--- config.mk ---
export PLATFORM = sky130hd
export DESIGN_NAME = mem_addr_sequencer_flat
export DESIGN_NICKNAME = d
export VERILOG_FILES = /design/src/rtl/mem_addr_sequencer_if.sv /design/src/rtl/mem_addr_sequencer.sv /design/src/flat_wrapper.sv
export SDC_FILE = /design/constraint.sdc
export NUM_CORES = 1
export LEC_CHECK = 0
export CORE_MARGIN = 2
export CORE_UTILIZATION = 44
export CTS_CLUSTER_DIAMETER = 200
export DETAILED_ROUTE_END_ITERATION = 10
export GPL_TIMING_DRIVEN = 0
export PLACE_DENSITY_LB_ADDON = 0.08
export SYNTH_ARGS = -nofsm -noshare
export SYNTH_HDL_FRONTEND = slang
export SYNTH_SLANG_ARGS = --single-unit
--- constraint.sdc ---
create_clock -name clk_i -period 1.6 [get_ports clk_i]
set_clock_uncertainty 0.15 [all_clocks]
set_input_delay 0.16 -clock clk_i [delete_from_list [all_inputs] [get_ports clk_i]]
set_output_delay 0.16 -clock clk_i [all_outputs]
set_load 0.1 [all_outputs]
--- src/rtl/mem_addr_sequencer_if.sv ---
// mem_addr_sequencer_if
//   Bundle between the CPU control FSM and the memory address sequencer.
//   master : control-unit side (drives requests, observes strobes)
//   slave  : sequencer side (observes requests, drives mux select/strobes)
//   Requests : fetch_req, data_req, data_src, data_we, exc_req
//   Outputs  : mux_iord_control[1:0], mem_wr, busy,
//              fetch_done, data_done, exc_done, ir_load, mdr_load
interface mem_addr_sequencer_if;
  logic       fetch_req;
  logic       data_req;
  logic       data_src;
  logic       data_we;
  logic       exc_req;
  logic [1:0] mux_iord_control;
  logic       mem_wr;
  logic       busy;
  logic       fetch_done;
  logic       data_done;
  logic       exc_done;
  logic       ir_load;
  logic       mdr_load;

  modport master (
    output fetch_req, data_req, data_src, data_we, exc_req,
    input  mux_iord_control, mem_wr, busy,
    input  fetch_done, data_done, exc_done, ir_load, mdr_load
  );

  modport slave (
    input  fetch_req, data_req, data_src, data_we, exc_req,
    output mux_iord_control, mem_wr, busy,
    output fetch_done, data_done, exc_done, ir_load, mdr_load
  );
endinterface

--- src/rtl/mem_addr_sequencer.sv ---
// mem_addr_sequencer
//   Arbitrates fetch / data / exception-vector memory accesses of the
//   multicycle CPU, drives the IorD address mux select and the write strobe,
//   waits out the fixed memory latency and pulses the completion strobes.
// Ports
//   clk_i     : clock, rising edge
//   reset_ni  : synchronous reset, active-low
//   bus       : mem_addr_sequencer_if.slave (requests in, mux/strobes out)
// Parameters
//   MEM_LAT    : memory latency in cycles (1..15)
//   STARVE_MAX : lost arbitrations after which fetch beats data
//
// state  | meaning
// IDLE   | no transaction, mux parked on PC, accepts requests
// ACCESS | memory access in flight for MEM_LAT cycles, mux held
// DONE   | one cycle of done/load strobes, may grant the next request
module mem_addr_sequencer #(
  parameter int MEM_LAT    = 2,
  parameter int STARVE_MAX = 3
) (
  input logic                 clk_i,
  input logic                 reset_ni,
  mem_addr_sequencer_if.slave bus
);

  localparam int SW = (STARVE_MAX < 1) ? 1 : $clog2(STARVE_MAX + 1);

  localparam logic [1:0] MUX_PC     = 2'b00;
  localparam logic [1:0] MUX_ALUOUT = 2'b01;
  localparam logic [1:0] MUX_ALURES = 2'b10;
  localparam logic [1:0] MUX_EXC    = 2'b11;

  if (MEM_LAT < 1 || MEM_LAT > 15) begin : g_lat_check
    $error("mem_addr_sequencer: MEM_LAT=%0d outside 1..15", MEM_LAT);
  end

  typedef enum logic [1:0] {
    IDLE   = 2'd0,
    ACCESS = 2'd1,
    DONE   = 2'd2
  } state_t;

  state_t        state_q, state_d;
  logic [1:0]    grant_q, grant_d;
  logic          we_q, we_d;
  logic [3:0]    cnt_q, cnt_d;
  logic [SW-1:0] starve_q, starve_d;

  logic [1:0] mux_q, mux_d;
  logic       mem_wr_q, mem_wr_d;
  logic       busy_q, busy_d;
  logic       fetch_done_q, fetch_done_d;
  logic       data_done_q, data_done_d;
  logic       exc_done_q, exc_done_d;
  logic       ir_load_q, ir_load_d;
  logic       mdr_load_q, mdr_load_d;

  logic       arb_any;
  logic       fetch_wins;
  logic       fetch_granted;
  logic [1:0] arb_code;
  logic       arb_we;

  // Arbitration: exc > data > fetch, except a starved fetch beats data.
  always_comb begin
    fetch_wins    = bus.fetch_req && (!bus.data_req || (starve_q >= SW'(STARVE_MAX)));
    arb_any       = bus.exc_req || bus.data_req || bus.fetch_req;
    arb_code      = MUX_PC;
    arb_we        = 1'b0;
    fetch_granted = 1'b0;
    if (bus.exc_req) begin
      arb_code = MUX_EXC;
    end else if (bus.data_req && !fetch_wins) begin
      arb_code = bus.data_src ? MUX_ALURES : MUX_ALUOUT;
      arb_we   = bus.data_we;
    end else begin
      fetch_granted = bus.fetch_req;
    end
  end

  always_comb begin
    state_d      = state_q;
    grant_d      = grant_q;
    we_d         = we_q;
    cnt_d        = cnt_q;
    starve_d     = starve_q;
    mux_d        = MUX_PC;
    mem_wr_d     = 1'b0;
    busy_d       = 1'b0;
    fetch_done_d = 1'b0;
    data_done_d  = 1'b0;
    exc_done_d   = 1'b0;
    ir_load_d    = 1'b0;
    mdr_load_d   = 1'b0;
    case (state_q)
      ACCESS: begin
        busy_d = 1'b1;
        mux_d  = grant_q;
        if (cnt_q == 4'd0) begin
          state_d      = DONE;
          fetch_done_d = (grant_q == MUX_PC);
          exc_done_d   = (grant_q == MUX_EXC);
          data_done_d  = (grant_q == MUX_ALUOUT) || (grant_q == MUX_ALURES);
          ir_load_d    = (grant_q == MUX_PC);
          mdr_load_d   = ((grant_q == MUX_ALUOUT) || (grant_q == MUX_ALURES)) && !we_q;
        end else begin
          cnt_d    = cnt_q - 4'd1;
          mem_wr_d = we_q;
        end
      end
      default: begin
        // IDLE and DONE share the grant path so a new access can start at
        // the edge that ends DONE.
        state_d = IDLE;
        if (arb_any) begin
          state_d  = ACCESS;
          grant_d  = arb_code;
          we_d     = arb_we;
          cnt_d    = 4'(MEM_LAT - 1);
          mux_d    = arb_code;
          mem_wr_d = arb_we;
          busy_d   = 1'b1;
          if (bus.fetch_req) begin
            if (fetch_granted) begin
              starve_d = '0;
            end else if (starve_q < SW'(STARVE_MAX)) begin
              starve_d = starve_q + SW'(1);
            end
          end
        end
      end
    endcase
  end

  always_ff @(posedge clk_i) begin
    if (!reset_ni) begin
      state_q      <= IDLE;
      grant_q      <= MUX_PC;
      we_q         <= 1'b0;
      cnt_q        <= '0;
      starve_q     <= '0;
      mux_q        <= MUX_PC;
      mem_wr_q     <= 1'b0;
      busy_q       <= 1'b0;
      fetch_done_q <= 1'b0;
      data_done_q  <= 1'b0;
      exc_done_q   <= 1'b0;
      ir_load_q    <= 1'b0;
      mdr_load_q   <= 1'b0;
    end else begin
      state_q      <= state_d;
      grant_q      <= grant_d;
      we_q         <= we_d;
      cnt_q        <= cnt_d;
      starve_q     <= starve_d;
      mux_q        <= mux_d;
      mem_wr_q     <= mem_wr_d;
      busy_q       <= busy_d;
      fetch_done_q <= fetch_done_d;
      data_done_q  <= data_done_d;
      exc_done_q   <= exc_done_d;
      ir_load_q    <= ir_load_d;
      mdr_load_q   <= mdr_load_d;
    end
  end

  assign bus.mux_iord_control = mux_q;
  assign bus.mem_wr           = mem_wr_q;
  assign bus.busy             = busy_q;
  assign bus.fetch_done       = fetch_done_q;
  assign bus.data_done        = data_done_q;
  assign bus.exc_done         = exc_done_q;
  assign bus.ir_load          = ir_load_q;
  assign bus.mdr_load         = mdr_load_q;

endmodule

--- src/flat_wrapper.sv ---
// flat-port wrapper written by rule: the top's interface ports become plain ports
module mem_addr_sequencer_flat 
#(
  parameter int MEM_LAT    = 2,
  parameter int STARVE_MAX = 3
)
  (clk_i, reset_ni, bus_fetch_req, bus_data_req, bus_data_src, bus_data_we, bus_exc_req, bus_mux_iord_control, bus_mem_wr, bus_busy, bus_fetch_done, bus_data_done, bus_exc_done, bus_ir_load, bus_mdr_load);
  mem_addr_sequencer_if bus_i ();
  input logic clk_i;
  input logic reset_ni;
  input wire logic [$bits(bus_i.fetch_req)-1:0] bus_fetch_req;
  input wire logic [$bits(bus_i.data_req)-1:0] bus_data_req;
  input wire logic [$bits(bus_i.data_src)-1:0] bus_data_src;
  input wire logic [$bits(bus_i.data_we)-1:0] bus_data_we;
  input wire logic [$bits(bus_i.exc_req)-1:0] bus_exc_req;
  output wire logic [$bits(bus_i.mux_iord_control)-1:0] bus_mux_iord_control;
  output wire logic [$bits(bus_i.mem_wr)-1:0] bus_mem_wr;
  output wire logic [$bits(bus_i.busy)-1:0] bus_busy;
  output wire logic [$bits(bus_i.fetch_done)-1:0] bus_fetch_done;
  output wire logic [$bits(bus_i.data_done)-1:0] bus_data_done;
  output wire logic [$bits(bus_i.exc_done)-1:0] bus_exc_done;
  output wire logic [$bits(bus_i.ir_load)-1:0] bus_ir_load;
  output wire logic [$bits(bus_i.mdr_load)-1:0] bus_mdr_load;
  assign bus_i.fetch_req = bus_fetch_req;
  assign bus_i.data_req = bus_data_req;
  assign bus_i.data_src = bus_data_src;
  assign bus_i.data_we = bus_data_we;
  assign bus_i.exc_req = bus_exc_req;
  assign bus_mux_iord_control = bus_i.mux_iord_control;
  assign bus_mem_wr = bus_i.mem_wr;
  assign bus_busy = bus_i.busy;
  assign bus_fetch_done = bus_i.fetch_done;
  assign bus_data_done = bus_i.data_done;
  assign bus_exc_done = bus_i.exc_done;
  assign bus_ir_load = bus_i.ir_load;
  assign bus_mdr_load = bus_i.mdr_load;
  mem_addr_sequencer #(.MEM_LAT(MEM_LAT), .STARVE_MAX(STARVE_MAX)) u_core (.clk_i(clk_i), .reset_ni(reset_ni), .bus(bus_i));
endmodule
* After elaboration in Yosys (flattened, before gate mapping) *
Cells that the tools add are included.

cells by class
  add/sub/neg operators = 2
  magnitude comparators = 2
  equal/unequal tests = 6
  mux-type cells = 22
  bitwise gates (word level) = 1
  reduce and logical (&&, ||, !) cells = 18

operators by type and width
  cell                                                  count
  two-way mux 2 bit                                     9
  two-way mux 4 bit                                     3
  two-way mux 1 bit                                     10
  equality test 2 x 1 -> 1 bit (second input constant)  2
  equality test 2 bit (second input constant)           2
  logical NOT 4 bit                                     1
  logical OR 1 bit                                      4
  AND reduction 2 bit                                   2
  AND reduction 4 bit                                   1
  nonzero test 2 bit                                    2
  subtractor 4 x 1 -> 4 bit (second input constant)     1
  logical AND 1 bit                                     3
  logical NOT 1 bit                                     3
  AND reduction 3 bit                                   1
  adder 2 x 1 -> 2 bit (second input constant)          1
  >= comparator 2 bit (second input constant)           1
  logical NOT 2 bit                                     1
  < comparator 2 bit (second input constant)            1
  != test 2 x 1 -> 1 bit (second input constant)        1
  != test 2 bit (second input constant)                 1
  NOT 1 bit                                             1

storage, ports and cells
  bits in registers = 19
  bits of input ports = 7
  output and inout port bits = 9
  logic and storage cells = 63

* Logic depth before layout (Yosys ltp) *
  depth in word-level cells = 9
  depth in mapped cells = 5
  depth with buffers taken out = 5

* Least setup slack after synthesis *
Ideal clock, no wire load.

  path kind = register to output
  start = register u_core.ir_load_q (netlist: u_core.bus.ir_load)
  end = output port bus_ir_load
  arrival time = 1.356 ns
  required time = 1.290 ns
  setup slack = -0.066 ns
  cell stages (with the launch flop) = 2
  buffers on the path = 1
  cells stage by stage = dfxtp_1 > buf_4

RTL lines
  element                 RTL line                   text
  start, declared         mem_addr_sequencer.sv:55   logic ir_load_q, ir_load_d;
  start signal, assigned  mem_addr_sequencer.sv:162  ir_load_q <= ir_load_d;
  end, declared           flat_wrapper.sv:22         output wire logic [$bits(bus_i.ir_load)-1:0] bus_ir_load;

No word-level cell between the ends.

* Worst setup path in the final report *
  start = register u_core.cnt_q[1]
  end = register u_core.cnt_q[0]

on the way
  word-level cells in the longest chain between the ends = 3

ends and longest elaborated chain
  element                        RTL line                   text
  start, declared                mem_addr_sequencer.sv:46   logic [3:0] cnt_q, cnt_d;
  start signal, assigned         mem_addr_sequencer.sv:154  cnt_q <= cnt_d;
  logical NOT 4 bit              mem_addr_sequencer.sv:99   if (cnt_q == 4'd0) begin
  != test 2 bit (no line)        --
  AND reduction 2 bit (no line)  --

No other way between the ends.
A chain may end at the register's enable or synchronous reset.

==> flow_summary_export.csv <==
group,metric,value,unit
timing,setup_ws,0.0657,ns
setup_path,criticalPathCategory,"reg2reg",
placed_design,dp.final_hpwl,1.17,mm
setup_path,worstPathArrival,1.64,ns
setup_path,r2r_start,"u_core.cnt_q[1]",
synthesis,avgSynthCellArea,9.24,um2
setup_path,crit_path_start,"u_core.cnt_q[1]",
setup_path,path_buf_inv,2,
clock_tree,htree_levels,1,
finish,layout-drive-gt1-share,26.1,%
timing,fin_crit,1.53,ns
route,final_antenna_net_count,0,
route,vias,731,
setup_path,cp_max_fo,4,
setup_path,slowest_stage,"or3b_4",
setup_path,start_kind,"register",
power_and_ir_drop,p_per_area,1070,mW/mm2
route,avgViaCountPerCell,5.38,
clock_tree,ctsHoldBuffers,0,
placed_design,place_ws,-0.362,ns
route,route.detailed.drc,0,
clock_tree,ctsRootBufferMaster,"clkbuf_4",
floorplan,die_area,0.00223,mm2
timing,setup_tns,0,ns
floorplan,die_y,47.2,um
synthesis,yosysTopAreaCellShare,46.3,%
run,drv_cap,0,
synthesis,yosysWarningCount,0,
route,drtIter0Drc,27,
finish,diodes,0,
timing,timing.slew.headroom,63.9,%
finish,fin_nets,124,
route,wire_per_inst,11.9,um
finish,regArea,384,um2
synthesis,syn-num-nets,101,
setup_path,endpoint,"u_core.cnt_q[0]",
clock_tree,cts_tree,"yes",
synthesis,synth_area_leader_cell,"dfxtp_1",
synthesis,synth_area,822,um2
timing,fin_crit_sh,95.9,%
timing,fmax,652,MHz
grt,grt_start_max_net_pins,12,
setup_path,slowest_delay,0.39,ns
floorplan,num_rows,15,
placed_design,portBuffers,15,
clock_tree,clk_pin_slew,0.11,ns
hold_path,hp-class,"reg2reg",
route,wirelength,1.63,mm
clock_tree,cts.sinks,19,
clock_tree,clk-insertion-delay-late,0.31,ns
synthesis,synth_seq_cells,19,
floorplan,io_pins,16,
floorplan,core_area,0.00175,mm2
grt,grt_usage,17.5,%
floorplan,die_x,47.2,um
finish,multi_input_area,425,um2
synthesis,synth_cell_types,32,
setup_path,crit_chain,"inv_2 -> ha_4 -> or3b_4 -> buf_4 -> nand3_1 -> o211a_1",
setup_path,crit_family,"simple AND/OR/NAND/NOR gates",
floorplan,initial_utilization,47.1,%
setup_path,cp.depth,6,
timing,setup_viol,0,
synthesis,yosysSeqAreaShare,46.3,%
synthesis,synth_cells,89,
power_and_ir_drop,p_leak,0.421,nW
grt,grt_pass1_vias,628,
finish,layout_commonest_cell,"dfxtp_1",
placed_design,globalplace.congestion,0.816,
grt,grt_pass1_wl,2.61,mm
timing,report.final.slew_viol_count,0,
finish,fillers,152,
timing,hold_viol,0,
setup_path,r2r_end,"u_core.cnt_q[0]",
power_and_ir_drop,ir_drop,0.000622,V
synthesis,synth_area_leaders,"dfxtp_1 46%, ha_1 7.6%, a31oi_1 4.6%",
grt,antenna_found_initial,0,
clock_tree,cts_buffer_depth,2,
timing,tightest_slew,0.544,ns
finish,final_cell_mix,"16 x dfxtp_1, 8 x clkdlybuf4s15_2, 7 x nand2_1, 7 x nand3_1",
clock_tree,cts_made_buffers,3,
finish,area_growth,32.9,%
setup_path,regToRegSetupSlack,0.07,ns
setup_path,rr_worst_depth,6,
grt,gr-total-overflow,0,
setup_path,cp-end-kind,"register",
status,outcome,"completed",
setup_path,required,1.71,ns
route,drt_first_pass_iters,4,
[logic make-up (layout without fill, tap and decap cells)]
| family | count (synthesis) | after routing | synth area share (%) |
|---|---|---|---|
| buffers and inverters | 10 | 32 | 5.02 |
| AND/OR/NAND/NOR | 34 | 34 | 24.8 |
| adder cells (fa/ha/maj) | 5 | 5 | 7.61 |
| flip-flops | 19 | 19 | 46.3 |
| AO/OA/AOI/OAI | 21 | 21 | 16.3 |
[per-layer routing]
layer | vias to the layer above | routed length, um | GRT usage [%]
met5 | - | 0 | 0
met4 | 0 | 45 | 11.7
met3 | 5 | 87 | 3.46
met2 | 30 | 757 | 27.3
met1 | 332 | 735 | 21.7
li1 | 364 | - | -
[through the flow]
step	util (%)	cell area [um2]	power, mW	hold WS (ns)	std cells
finish	62.6	1090	1.17	0.342	136
global route	62.6	1090	1.23	0.369	136
CTS	61.9	1080	1.16	0.338	135
detailed placement	57.6	1000	0.894	0.322	129
global placement	57.6	1000	0.891	0.309	129
floorplan	-	823	0.805	0.148	89
[worst min-delay path: cells and delay by family, from the launching register on]
| family | cells | cell delay (ns) |
|---|---|---|
| DFF | 1 | 0.33 |
| AOI/OAI and AO/OA | 1 | 0.07 |
| and+or+nand+nor | 1 | 0.06 |
[synth_stat cells]
library cell / count
nand2_1: 7
nor3_4: 1
or3_1: 2
or4_1: 1
nor2b_1: 2
ha_1: 5
nand4b_1: 1
o211a_1: 1
clkinv_1: 1
o2111ai_1: 1
nand4_1: 1
nand3_1: 7
nor3b_1: 1
o32ai_1: 2
and2_1: 3
clkbuf_1: 1
nor2_1: 1
nand2b_1: 2
a21boi_0: 1
and3b_1: 1
o22ai_1: 2
o21ai_0: 3
nor3_1: 1
a31oi_1: 6
buf_1: 1
or3b_2: 1
buf_4: 1
nand3b_1: 1
inv_1: 6
dfxtp_1: 19
a21oi_1: 5
and3_1: 1
[registers in the layout (all words and copies together) (netlist names)]
name and cells:
u_core.bus.mem_wr 1, u_core.starve_q 2, u_core.bus.mdr_load 1, u_core.bus.data_done 1
u_core.bus.exc_done 1, u_core.bus.ir_load 1, u_core.bus.busy 1, u_core.state_q 2
u_core.bus.mux_iord_control 2, u_core.grant_q 2, u_core.we_q 1, u_core.cnt_q 4
[worst min-delay path by stage]
stage	slack (ns)	to	startpoint	cells past startpoint
floorplan	0.15	u_core.bus.mux_iord_control[0]	reset_ni	2
global placement	0.31	u_core.starve_q[1]	u_core.starve_q[1]	2
detailed placement	0.32	u_core.bus.mem_wr	u_core.we_q	2
CTS	0.34	u_core.bus.mem_wr	u_core.we_q	2
global route	0.37	u_core.starve_q[0]	u_core.starve_q[0]	2
finish	0.34	u_core.starve_q[1]	u_core.starve_q[1]	2
[area by class of cell]
class	count	area share (%)
multi-input cells	60	38.9
flip-flops and latches	19	35.2
repair buffers	18	16.3
well taps	25	2.86
inverters	7	2.75
clock buffers	3	2.06
plain buffers	3	1.49
clock inverters	1	0.458
[repair_timing]
item	CTS	global route
pin swaps	2	3
setup buffers	2	1
gates resized for setup	35	6
gates cloned	0	0
setup endpoints to repair	18	14
[power by group]
group          switching (mW)  internal (mW)  leakage, nW
clock                   0.158         0.0935       0.0177
combinational           0.244          0.128        0.246
sequential             0.0271          0.517        0.157
Note: power is estimated with default switching activity, not from simulation.
